==> src/rtl/space_invaders_pkg.sv <==
// space_invaders_pkg: shared constants and types for the player bullet pool
package space_invaders_pkg;
  localparam int NUM_BULLETS = 4;
  localparam int BULLET_W = 10;
  localparam int BULLET_STEP = 4;
  localparam int Y_START = 440;
  localparam int Y_MIN = 0;
  localparam int COOLDOWN = 15;
  typedef enum logic {IDLE, FLYING} slot_state_t;
  typedef struct packed {
    logic active;
    logic [BULLET_W-1:0] x;
    logic [BULLET_W-1:0] y;
  } bullet_t;
endpackage

==> src/rtl/bullet_slot.sv <==
// bullet_slot: one bullet slot FSM with its X/Y position registers
module bullet_slot
  import space_invaders_pkg::*;
#(
  parameter int STEP = BULLET_STEP,
  parameter int Y0 = Y_START,
  parameter int YLO = Y_MIN
) (
  input  logic                frame_clk,
  input  logic                Reset,
  input  logic                spawn_i,
  input  logic [BULLET_W-1:0] spawn_x_i,
  input  logic                kill_i,
  output logic                active_o,
  output logic [BULLET_W-1:0] x_o,
  output logic [BULLET_W-1:0] y_o
);
  localparam logic [BULLET_W-1:0] LIM = BULLET_W'(YLO + STEP);
  localparam logic [BULLET_W-1:0] STEP_V = BULLET_W'(STEP);
  localparam logic [BULLET_W-1:0] Y0_V = BULLET_W'(Y0);
  slot_state_t state_q;
  logic [BULLET_W-1:0] x_q, y_q;
  // spawn from idle; while flying, retire on a hit or before y would pass the top, else climb
  always_ff @(posedge frame_clk or posedge Reset)
    if (Reset) begin
      state_q <= IDLE;
      x_q <= '0;
      y_q <= '0;
    end else if (state_q == IDLE) begin
      if (spawn_i) begin
        state_q <= FLYING;
        x_q <= spawn_x_i;
        y_q <= Y0_V;
      end
    end else if (kill_i || y_q < LIM) state_q <= IDLE;
    else y_q <= y_q - STEP_V;
  assign active_o = state_q == FLYING;
  assign x_o = x_q;
  assign y_o = y_q;
endmodule

==> src/rtl/player_bullet_scheduler.sv <==
// player_bullet_scheduler: slot allocation, fire cooldown and hit retirement for player bullets; AUTOFIRE_EN makes firing level-triggered
module player_bullet_scheduler #(
  parameter int NUM_BULLETS = space_invaders_pkg::NUM_BULLETS,
  parameter int COOLDOWN = space_invaders_pkg::COOLDOWN,
  parameter int BULLET_STEP = space_invaders_pkg::BULLET_STEP,
  parameter int Y_START = space_invaders_pkg::Y_START,
  parameter int Y_MIN = space_invaders_pkg::Y_MIN
) (
  input  logic                                             frame_clk,
  input  logic                                             Reset,
  input  logic                                             shoot_req,
  input  logic [9:0]                                       player_x,
  input  logic                                             hit_valid,
  input  logic [$clog2(NUM_BULLETS)-1:0]                   hit_idx,
  output logic [NUM_BULLETS-1:0]                           bullet_active,
  output logic [NUM_BULLETS*space_invaders_pkg::BULLET_W-1:0] bullet_x,
  output logic [NUM_BULLETS*space_invaders_pkg::BULLET_W-1:0] bullet_y,
  output logic                                             fire_ack,
  output logic                                             cooldown_busy
);
  import space_invaders_pkg::*;
  localparam int CW = $clog2(COOLDOWN + 1);
  logic shoot_prev_q, fire_ack_q, trig, fire;
  logic [CW-1:0] count_q, count_d;
  logic [NUM_BULLETS-1:0] idle, spawn, kill;
  bullet_t b [NUM_BULLETS];
  assign idle = ~bullet_active;
`ifdef AUTOFIRE_EN
  assign trig = shoot_req;
`else
  assign trig = shoot_req & ~shoot_prev_q;
`endif
  assign fire = trig && count_q == '0 && |idle;
  assign spawn = fire ? idle & (~idle + NUM_BULLETS'(1)) : '0;
  assign count_d = fire ? CW'(COOLDOWN) : count_q - CW'(count_q != '0);
  // shoot edge history, ack pulse and saturating cooldown
  always_ff @(posedge frame_clk or posedge Reset)
    if (Reset) begin
      shoot_prev_q <= 1'b0;
      fire_ack_q <= 1'b0;
      count_q <= '0;
    end else begin
      shoot_prev_q <= shoot_req;
      fire_ack_q <= fire;
      count_q <= count_d;
    end
  assign fire_ack = fire_ack_q;
  assign cooldown_busy = count_q != '0;
  for (genvar g = 0; g < NUM_BULLETS; g++) begin : g_slot
    assign kill[g] = hit_valid && int'(hit_idx) == g;
    bullet_slot #(.STEP(BULLET_STEP), .Y0(Y_START), .YLO(Y_MIN)) u_slot (
      .frame_clk(frame_clk),
      .Reset(Reset),
      .spawn_i(spawn[g]),
      .spawn_x_i(player_x),
      .kill_i(kill[g]),
      .active_o(b[g].active),
      .x_o(b[g].x),
      .y_o(b[g].y)
    );
    assign bullet_active[g] = b[g].active;
    assign bullet_x[g*BULLET_W +: BULLET_W] = b[g].x;
    assign bullet_y[g*BULLET_W +: BULLET_W] = b[g].y;
  end
endmodule

==> config.mk <==
export PLATFORM = sky130hd
export DESIGN_NAME = player_bullet_scheduler
export DESIGN_NICKNAME = d
export VERILOG_FILES = /design/src/rtl/space_invaders_pkg.sv /design/src/rtl/bullet_slot.sv /design/src/rtl/player_bullet_scheduler.sv
export SDC_FILE = /design/constraint.sdc
export NUM_CORES = 1
export LEC_CHECK = 0
export ABC_AREA = 1
export ABC_CLOCK_PERIOD_IN_PS = 2900
export CORE_UTILIZATION = 49
export DETAILED_ROUTE_END_ITERATION = 12
export GPL_TIMING_DRIVEN = 0
export PLACE_DENSITY = 0.8
export SLEW_MARGIN = 20
export SYNTH_ARGS = -nofsm -noshare
export SYNTH_HDL_FRONTEND = slang
export SYNTH_SLANG_ARGS = --single-unit
==> constraint.sdc <==
create_clock -name frame_clk -period 2.9 [get_ports frame_clk]
set_input_delay 0.29 -clock frame_clk [delete_from_list [all_inputs] [get_ports frame_clk]]
set_output_delay 0.29 -clock frame_clk [all_outputs]
set_load 0.1 [all_outputs]
==> results of run 1 <==
## stage by stage
| step | util | setup slack [ns] | power, mW | cell area [µm²] |
|---|---|---|---|---|
| 4_1_cts | 0.680 | 0.462 | 5.14 | 5340 |
| 3_5_place_dp | 0.654 | 0.842 | 4.27 | 5130 |
| 6_report | 0.680 | 0.490 | 5.11 | 5340 |
| 3_3_place_gp | 0.650 | -0.765 | 4.21 | 5100 |
| 5_1_grt | 0.680 | 0.422 | 5.36 | 5340 |
| 2_1_floorplan | - | 0.502 | 3.66 | 4050 |
## worst paths after layout
kind | startpoint | to | slack (ns) | cells past startpoint
worst min-delay path | Reset | g_slot[1].u_slot.y_o[2] | 0.24 | 2
worst max register to register | g_slot[2].u_slot.y_o[2] | g_slot[2].u_slot.y_o[9] | 1.29 | 9
worst min register to register | g_slot[2].u_slot.x_o[5] | g_slot[2].u_slot.x_o[5] | 0.49 | 2
max in group asynchronous | Reset | g_slot[3].u_slot.y_o[3] | 2.07 | 3
min in group frame_clk | shoot_req | shoot_prev_q | 0.45 | 1
worst max-delay path | g_slot[3].u_slot.active_o | bullet_active[3] | 0.49 | 2
## power breakdown
| part | leakage [nW] | switching, mW | total, mW | internal, mW |
|---|---|---|---|---|
| Clock | 0.102 | 0.451 | 0.864 | 0.413 |
| Combinational | 1.38 | 2.06 | 2.70 | 0.631 |
| Sequential | 1.08 | 0.184 | 1.56 | 1.37 |
## cell usage in the layout (no fill, tap or decap), types with 9 or more instances in the layout
cell and n:
nand2_1 149, clkbuf_8 9, o21ai_0 18, dfrtp_1 82, nor2_1 37, nand3_1 36
o21ai_1 46, buf_4 15, inv_1 66, clkdlybuf4s50_1 93
## state kept, by name, indices dropped and copies added (netlist names)
signal                  flops
fire_ack                    1
g_slot.u_slot.x_o          40
g_slot.u_slot.y_o          32
shoot_prev_q                1
count_q                     4
g_slot.u_slot.active_o      4
## logic make-up after synthesis
family,share of synthesized area
simple gates,0.263
buf+inv,0.112
flops,0.511
compound gates,0.0838
fa+ha+maj,0.0187
xor+xnor,0.0109
other cells,0.000933
## cell type report
cell class              count  share of cell area
flip-flops and latches     82               0.384
repair buffers             94               0.180
multi-input cells         335               0.289
clock inverters             7              0.0152
plain buffers              27              0.0359
inverters                  69              0.0490
clock buffers               9              0.0232
well taps                 102              0.0239
## worst max-delay path, cell delays in order (launching register included)
cell and delay, ns:
dfrtp_1 0.49, buf_4 0.16, clkdlybuf4s50_1 1.12
## metal layers
| metal | vias to the layer above | part of all wire | global-route usage | wire length [µm] |
|---|---|---|---|---|
| met4 | 0 | 0.016 | 0.0872 | 156 |
| met2 | 88 | 0.51 | 0.405 | 4810 |
| met1 | 1684 | 0.44 | 0.300 | 4150 |
| met5 | - | 0 | 0 | 0 |
| met3 | 14 | 0.038 | 0.0394 | 362 |
| li1 | 1789 | - | - | - |
==> results.sh, run 1 <==
export IMPL_fmax_mhz=415
export IMPL_die_width_um=92.6
export IMPL_postCtsSetupBuffers=0
export IMPL_insertion_delay_ns=0.35
export IMPL_clk_pin_slew_ns=0.09
export IMPL_fin_worst_skew_ns=0.0117
export IMPL_syn_area_per_cell_um2=7.94
export IMPL_cp_end_kind="primary output"
export IMPL_placed_cells=709
export IMPL_drv_cap=0
export IMPL_tightest_slew_ns=1.02
export IMPL_vias=3575
export IMPL_fin_tns_setup_ns=0
export IMPL_syn_cell_area_mm2=0.00402
export IMPL_p_leak_nw=2.56
export IMPL_cts_buffers_inserted=9
export IMPL_drt_pass1_iter_count=4
export IMPL_multiInputGateArea_mm2=0.00154
export IMPL_vias_per_cell=4.93
export IMPL_syn_inst=506
export IMPL_gp_congestion=0.915
export IMPL_fin_nets=640
export IMPL_wirelength_um=9480
export IMPL_wl_per_cell_um=13.1
export IMPL_cts_htree_levels=3
export IMPL_max_slew_margin_rel=0.316
export IMPL_arrival_ns=2.12
export IMPL_final_cells=725
export IMPL_yosysWarnings=0
export IMPL_ir_drop_mv=0.842
export IMPL_critPathLaunchType="register"
export IMPL_grt_start_max_net_pins=61
export IMPL_regArea_mm2=0.00205
export IMPL_synthTopCellsByCount="nand2_1, dfrtp_1, inv_1, o21ai_1, nor2_1"
export IMPL_yosys_area_top_type="dfrtp_1"
export IMPL_ioPinCount=102
export IMPL_netlist_top_cells_area="dfrtp_1, nand2_1, inv_1"
export IMPL_final_hold_violation_count=0
export IMPL_fill_cells=661
export IMPL_crit_type="register to primary output"
export IMPL_final_setup_viol_count=0
export IMPL_grt_pass1_wl_um=15900
export IMPL_grt_ovfl_total=0
export IMPL_synth_top_area_frac=0.511
export IMPL_post_route_min_period_ns=2.41
export IMPL_antenna_found_initial=0
export IMPL_slew_viol_final=0
export IMPL_synth_cell_type_count=26
export IMPL_outcome="finished clean"
export IMPL_drt_iter0_markers=241
export IMPL_drc_errors=0
export IMPL_hold_slack_ns=0.240
export IMPL_clkSinkCount=82
export IMPL_cts_hold_buf=0
export IMPL_cts_tree="built"
export IMPL_ys_seq_elements=82
export IMPL_finalCritPeriodShare=0.831
export IMPL_dp_final_hpwl_um=7020
export IMPL_grt_pass1_vias=3343
export IMPL_cts_resized=0
export IMPL_ys_seq_area_frac=0.511
export IMPL_rsz0062_at_grt="no"
export IMPL_synth_async_sr_flop_share=1.00
export IMPL_path_max_fanout=8
export IMPL_clockBufferDepth=2
export IMPL_core_mm2=0.00785
export IMPL_root_buffer="clkbuf_8"
export IMPL_io_buffers=93
export IMPL_drive_gt1_frac=0.103
export IMPL_start_util=0.512
export IMPL_die_height_um=92.6
export IMPL_hp_class="primary input to asynchronous set/reset pin"
export IMPL_syn_to_final_growth_pct=32.8
export IMPL_synthFlopType="dfrtp_1"
export IMPL_power_density_mw_per_mm2=958
export IMPL_diodes=0
export IMPL_synth_enable_flop_cells=0
export IMPL_grt_use_total=0.236
export IMPL_antenna_left=0
export IMPL_die_area_mm2=0.00857
export IMPL_required_ns=2.61
export IMPL_post_synth_top_count_cell="nand2_1"
export IMPL_rows=32
Note: power is estimated with default switching activity, not from simulation.
==> run 2, diff against run 1 <==
- ABC_CLOCK_PERIOD_IN_PS: 2900 -> 2370
- clock period: 2.9 -> 2.37 ns (I/O delays scaled with it)
==> results.sh, run 2 (synthesis results as in run 1) <==
export IMPL_fin_worst_skew_ns=0.0120
export IMPL_fin_tns_setup_ns=0
export IMPL_drv_cap=0
export IMPL_arrival_ns=1.96
export IMPL_worst_path_largest_cell_delay_ns=1.16
export IMPL_clkSinkCount=82
export IMPL_slew_viol_final=0
export IMPL_pwr_share_clk=0.169
export IMPL_fmax_mhz=455
export IMPL_drt_pass1_iter_count=7
export IMPL_cts_htree_levels=3
export IMPL_finalCritPeriodShare=0.928
export IMPL_largest_register_ffs=40
export IMPL_grt_start_max_net_pins=61
export IMPL_insertion_delay_ns=0.35
export IMPL_drt_iter0_markers=228
export IMPL_grt_pass1_vias=3343
export IMPL_path_cells="clkdlybuf4s50_1"
export IMPL_cp_buffers_inverters=1
export IMPL_p_int_mw=2.96
export IMPL_combPwrFrac=0.527
export IMPL_p_sw_frac=0.528
export IMPL_clk_pin_slew_ns=0.09
export IMPL_clockBufferDepth=2
export IMPL_diodes=0
export IMPL_dp_final_hpwl_um=7020
export IMPL_drive_gt1_frac=0.103
export IMPL_wl_per_cell_um=13.0
export IMPL_cts_tree="built"
export IMPL_die_height_um=92.6
export IMPL_wirelength_um=9430
export IMPL_final_hold_violation_count=0
export IMPL_max_slew_margin_rel=0.315
export IMPL_critPathTopFamily="buffers and inverters"
export IMPL_final_setup_viol_count=0
export IMPL_crit_type="register to primary output"
export IMPL_die_area_mm2=0.00857
export IMPL_antenna_found_initial=0
export IMPL_antenna_left=0
export IMPL_ioPinCount=102
export IMPL_hp_class="primary input to asynchronous set/reset pin"
export IMPL_drc_errors=0
export IMPL_vias=3567
export IMPL_root_buffer="clkbuf_8"
export IMPL_power_frac_seq=0.304
export IMPL_grt_use_total=0.236
export IMPL_cts_buffers_inserted=9
export IMPL_fin_nets=640
export IMPL_start_util=0.512
export IMPL_final_common_cell="nand2_1"
export IMPL_critPathLaunchType="register"
export IMPL_cp_slowest_cell="clkdlybuf4s50_1"
export IMPL_hold_slack_ns=0.186
export IMPL_fill_cells=661
export IMPL_die_width_um=92.6
export IMPL_tightest_slew_ns=1.02
export IMPL_cts_resized=1
export IMPL_rows=32
export IMPL_power_density_mw_per_mm2=1170
export IMPL_fin_ws_ns=0.170
export IMPL_ir_drop_mv=1.03
export IMPL_dpl_worst_slack_ns=0.365
export IMPL_cp_end_kind="primary output"
export IMPL_vias_per_cell=4.92
export IMPL_path_max_fanout=5
export IMPL_power_switching_mw=3.30
export IMPL_outcome="finished clean"
export IMPL_grt_ovfl_total=0
export IMPL_required_ns=2.13
export IMPL_syn_to_final_growth_pct=32.9
export IMPL_grt_pass1_wl_um=15900
export IMPL_core_mm2=0.00785
export IMPL_p_leak_nw=2.57
export IMPL_rsz0062_at_grt="no"
export IMPL_gp_congestion=0.915
export IMPL_io_buffers=93
export IMPL_post_route_min_period_ns=2.20
export IMPL_postCtsSetupBuffers=0
export IMPL_mostFrequentLayoutCells="nand2_1, clkdlybuf4s50_1, dfrtp_1"
export IMPL_cts_hold_buf=0
run 2: cell count changes in the layout (fill, tap and decap cells not counted):
cell	previous run	this run
dlygate4sd2_1	0	1
dlymetal6s2s_1	0	1
clkdlybuf4s50_1	93	91
run 2: worst paths after layout:
kind	from	end	slack (ns)	cells past startpoint
setup / recovery	g_slot[2].u_slot.y_o[7]	bullet_y[27]	0.17	1
hold / removal	Reset	g_slot[1].u_slot.y_o[2]	0.19	2
setup reg to reg	g_slot[2].u_slot.y_o[2]	g_slot[2].u_slot.y_o[9]	0.76	9
hold reg to reg	g_slot[1].u_slot.x_o[2]	g_slot[1].u_slot.x_o[2]	0.49	2
max in group asynchronous	Reset	g_slot[0].u_slot.y_o[9]	1.59	3
min in group frame_clk	shoot_req	shoot_prev_q	0.39	1
run 2: worst reg2reg max path, cell delays in order, from the launching register on:
cell and delay [ns]:
dfrtp_1 0.42, inv_1 0.11, ha_1 0.18, nand3_1 0.16, nor2_2 0.16, nor2_1 0.08
nor2_2 0.13, buf_4 0.18, nand2_1 0.05, o21ai_0 0.07
run 2: cell type report:
type,instances,area [µm²],share of cell area
Sequential cell,82,2050,0.384
Timing Repair Buffer,94,960,0.180
Tap cell,102,128,0.0239
Clock buffer,9,124,0.0232
Clock inverter,7,81.3,0.0152
Inverter,69,262,0.0490
Multi-Input combinational cell,335,1540,0.289
Buffer,27,191,0.0358
run 2: per-layer routing:
metal  track usage  routed length [µm]  vias up
met4        0.0872                 159        0
met2         0.405                4790       96
met3        0.0394                 355       14
li1              -                   -     1793
met5             0                   0        -
met1         0.300                4120     1664
run 2: power groups by stage:
stage	combinational, mW	clock (mW)	sequential (mW)
floorplan	0.921	0	3.56
global placement	3.24	0	1.91
detailed placement	3.30	0	1.92
CTS	3.30	1.08	1.90
global route	3.47	1.15	1.94
finish	3.30	1.06	1.90
run 2: stage by stage:
stage | area, µm² | total power, mW | utilization | instances
after detailed placement | 5130 | 5.22 | 0.654 | 709
final | 5340 | 6.26 | 0.680 | 725
after global routing | 5340 | 6.56 | 0.680 | 725
after CTS | 5340 | 6.29 | 0.680 | 725
after global placement | 5100 | 5.16 | 0.650 | 708
after floorplan | 4050 | 4.48 | - | 513
==> run 3, diff against run 2 <==
- CORE_ASPECT_RATIO: not set -> 0.75
==> results.sh, run 3 (synthesis results as in run 1) <==
export IMPL_final_common_cell="nand2_1"
export IMPL_wl_per_cell_um=13.1
export IMPL_wirelength_um=9560
export IMPL_rows=28
export IMPL_core_mm2=0.00792
export IMPL_path_max_fanout=6
export IMPL_io_buffers=93
export IMPL_drive_gt1_frac=0.103
export IMPL_path_cells="clkdlybuf4s50_1"
export IMPL_regArea_mm2=0.00205
export IMPL_root_buffer="clkbuf_8"
export IMPL_grt_ovfl_total=0
export IMPL_ioPinCount=102
export IMPL_gp_congestion=0.866
export IMPL_power_density_mw_per_mm2=1170
export IMPL_drt_iter0_markers=152
export IMPL_placed_cells=712
export IMPL_cp_slowest_cell="clkdlybuf4s50_1"
export IMPL_diodes=0
export IMPL_drc_errors=0
export IMPL_fin_tns_setup_ns=0
export IMPL_cts_htree_levels=3
export IMPL_grt_pass1_vias=3359
export IMPL_clk_pin_slew_ns=0.09
export IMPL_required_ns=2.13
export IMPL_crit_type="register to primary output"
export IMPL_hp_class="primary input to asynchronous set/reset pin"
export IMPL_outcome="finished clean"
export IMPL_tightest_slew_ns=1.02
export IMPL_die_area_mm2=0.00857
export IMPL_cts_resized=1
export IMPL_fin_nets=640
export IMPL_postCtsSetupBuffers=0
export IMPL_p_sw_frac=0.527
export IMPL_largest_register_ffs=40
export IMPL_die_height_um=80.4
export IMPL_dp_final_hpwl_um=7050
export IMPL_clkSinkCount=82
export IMPL_cts_tree="built"
export IMPL_arrival_ns=1.97
export IMPL_finalCritPeriodShare=0.932
export IMPL_final_cells=728
export IMPL_die_width_um=107
export IMPL_ir_drop_mv=1.34
export IMPL_cp_buffers_inverters=1
export IMPL_worst_path_largest_cell_delay_ns=1.17
export IMPL_combPwrFrac=0.528
export IMPL_slew_viol_final=0
export IMPL_power_frac_seq=0.306
export IMPL_antenna_found_initial=0
export IMPL_grt_use_total=0.237
export IMPL_multiInputGateArea_mm2=0.00154
export IMPL_critPathLaunchType="register"
export IMPL_vias=3552
export IMPL_syn_to_final_growth_pct=32.8
export IMPL_pwr_share_clk=0.165
export IMPL_final_setup_viol_count=0
export IMPL_final_hold_violation_count=0
export IMPL_antenna_left=0
export IMPL_fin_worst_skew_ns=0.0117
export IMPL_drt_pass1_iter_count=5
export IMPL_clockBufferDepth=2
export IMPL_grt_pass1_wl_um=15900
export IMPL_post_route_min_period_ns=2.21
export IMPL_max_slew_margin_rel=0.320
export IMPL_grt_start_max_net_pins=60
export IMPL_cts_hold_buf=0
export IMPL_vias_per_cell=4.88
export IMPL_p_int_mw=2.94
export IMPL_critPathTopFamily="buffers and inverters"
export IMPL_cp_end_kind="primary output"
export IMPL_drv_cap=0
export IMPL_cts_buffers_inserted=9
export IMPL_fill_cells=699
export IMPL_power_switching_mw=3.28
export IMPL_fmax_mhz=453
export IMPL_rsz0062_at_grt="no"
export IMPL_p_leak_nw=2.56
export IMPL_start_util=0.508
export IMPL_insertion_delay_ns=0.34
export IMPL_mostFrequentLayoutCells="nand2_1, clkdlybuf4s50_1, dfrtp_1"
[run 3: cell type report]
cell class | count | share of cell area
buffer | 27 | 0.0359
multi-input combinational | 335 | 0.289
tap | 105 | 0.0246
clock buffer | 9 | 0.0232
sequential | 82 | 0.384
timing repair buffer | 94 | 0.180
inverter | 69 | 0.0490
clock inverter | 7 | 0.0143
[run 3: final timing paths]
check                                   startpoint                      end  slack, ns  cells past startpoint
max                        g_slot[3].u_slot.y_o[6]             bullet_y[36]       0.16                      1
min                                          Reset  g_slot[1].u_slot.y_o[5]       0.21                      2
max reg2reg                g_slot[2].u_slot.y_o[2]  g_slot[2].u_slot.y_o[5]       0.72                      9
min reg2reg                g_slot[1].u_slot.x_o[7]  g_slot[1].u_slot.x_o[7]       0.50                      2
max in group asynchronous                    Reset  g_slot[0].u_slot.y_o[9]       1.57                      3
min in group frame_clk                   shoot_req             shoot_prev_q       0.38                      1
[run 3: power groups by stage]
stage               clock (mW)  combinational (mW)  sequential [mW]
global route              1.11                3.47             1.94
finish                    1.03                3.29             1.91
global placement             0                3.24             1.91
floorplan                    0               0.921             3.56
CTS                       1.06                3.30             1.90
detailed placement           0                3.30             1.93
[run 3: per-stage QoR]
stage          area [µm²]  hold WS [ns]  setup WS (ns)  total power [mW]  utilization
5_1_grt              5340         0.219         0.0803              6.53        0.674
3_3_place_gp         5110         0.472          -1.26              5.15        0.645
6_report             5340         0.207          0.162              6.22        0.674
3_5_place_dp         5140         0.479          0.328              5.22        0.649
4_1_cts              5340         0.208         0.0391              6.27        0.674
2_1_floorplan        4050         0.268         0.0246              4.48            -
[run 3: metal layers]
metal  wire (µm)  GRT usage  share of wire  vias to the layer above
li1            -          -              -                     1784
met1        4450      0.328           0.46                     1655
met2        4520      0.379           0.47                      101
met3         479     0.0511          0.050                       12
met4         116     0.0644          0.012                        0
met5           0          0              0                        -
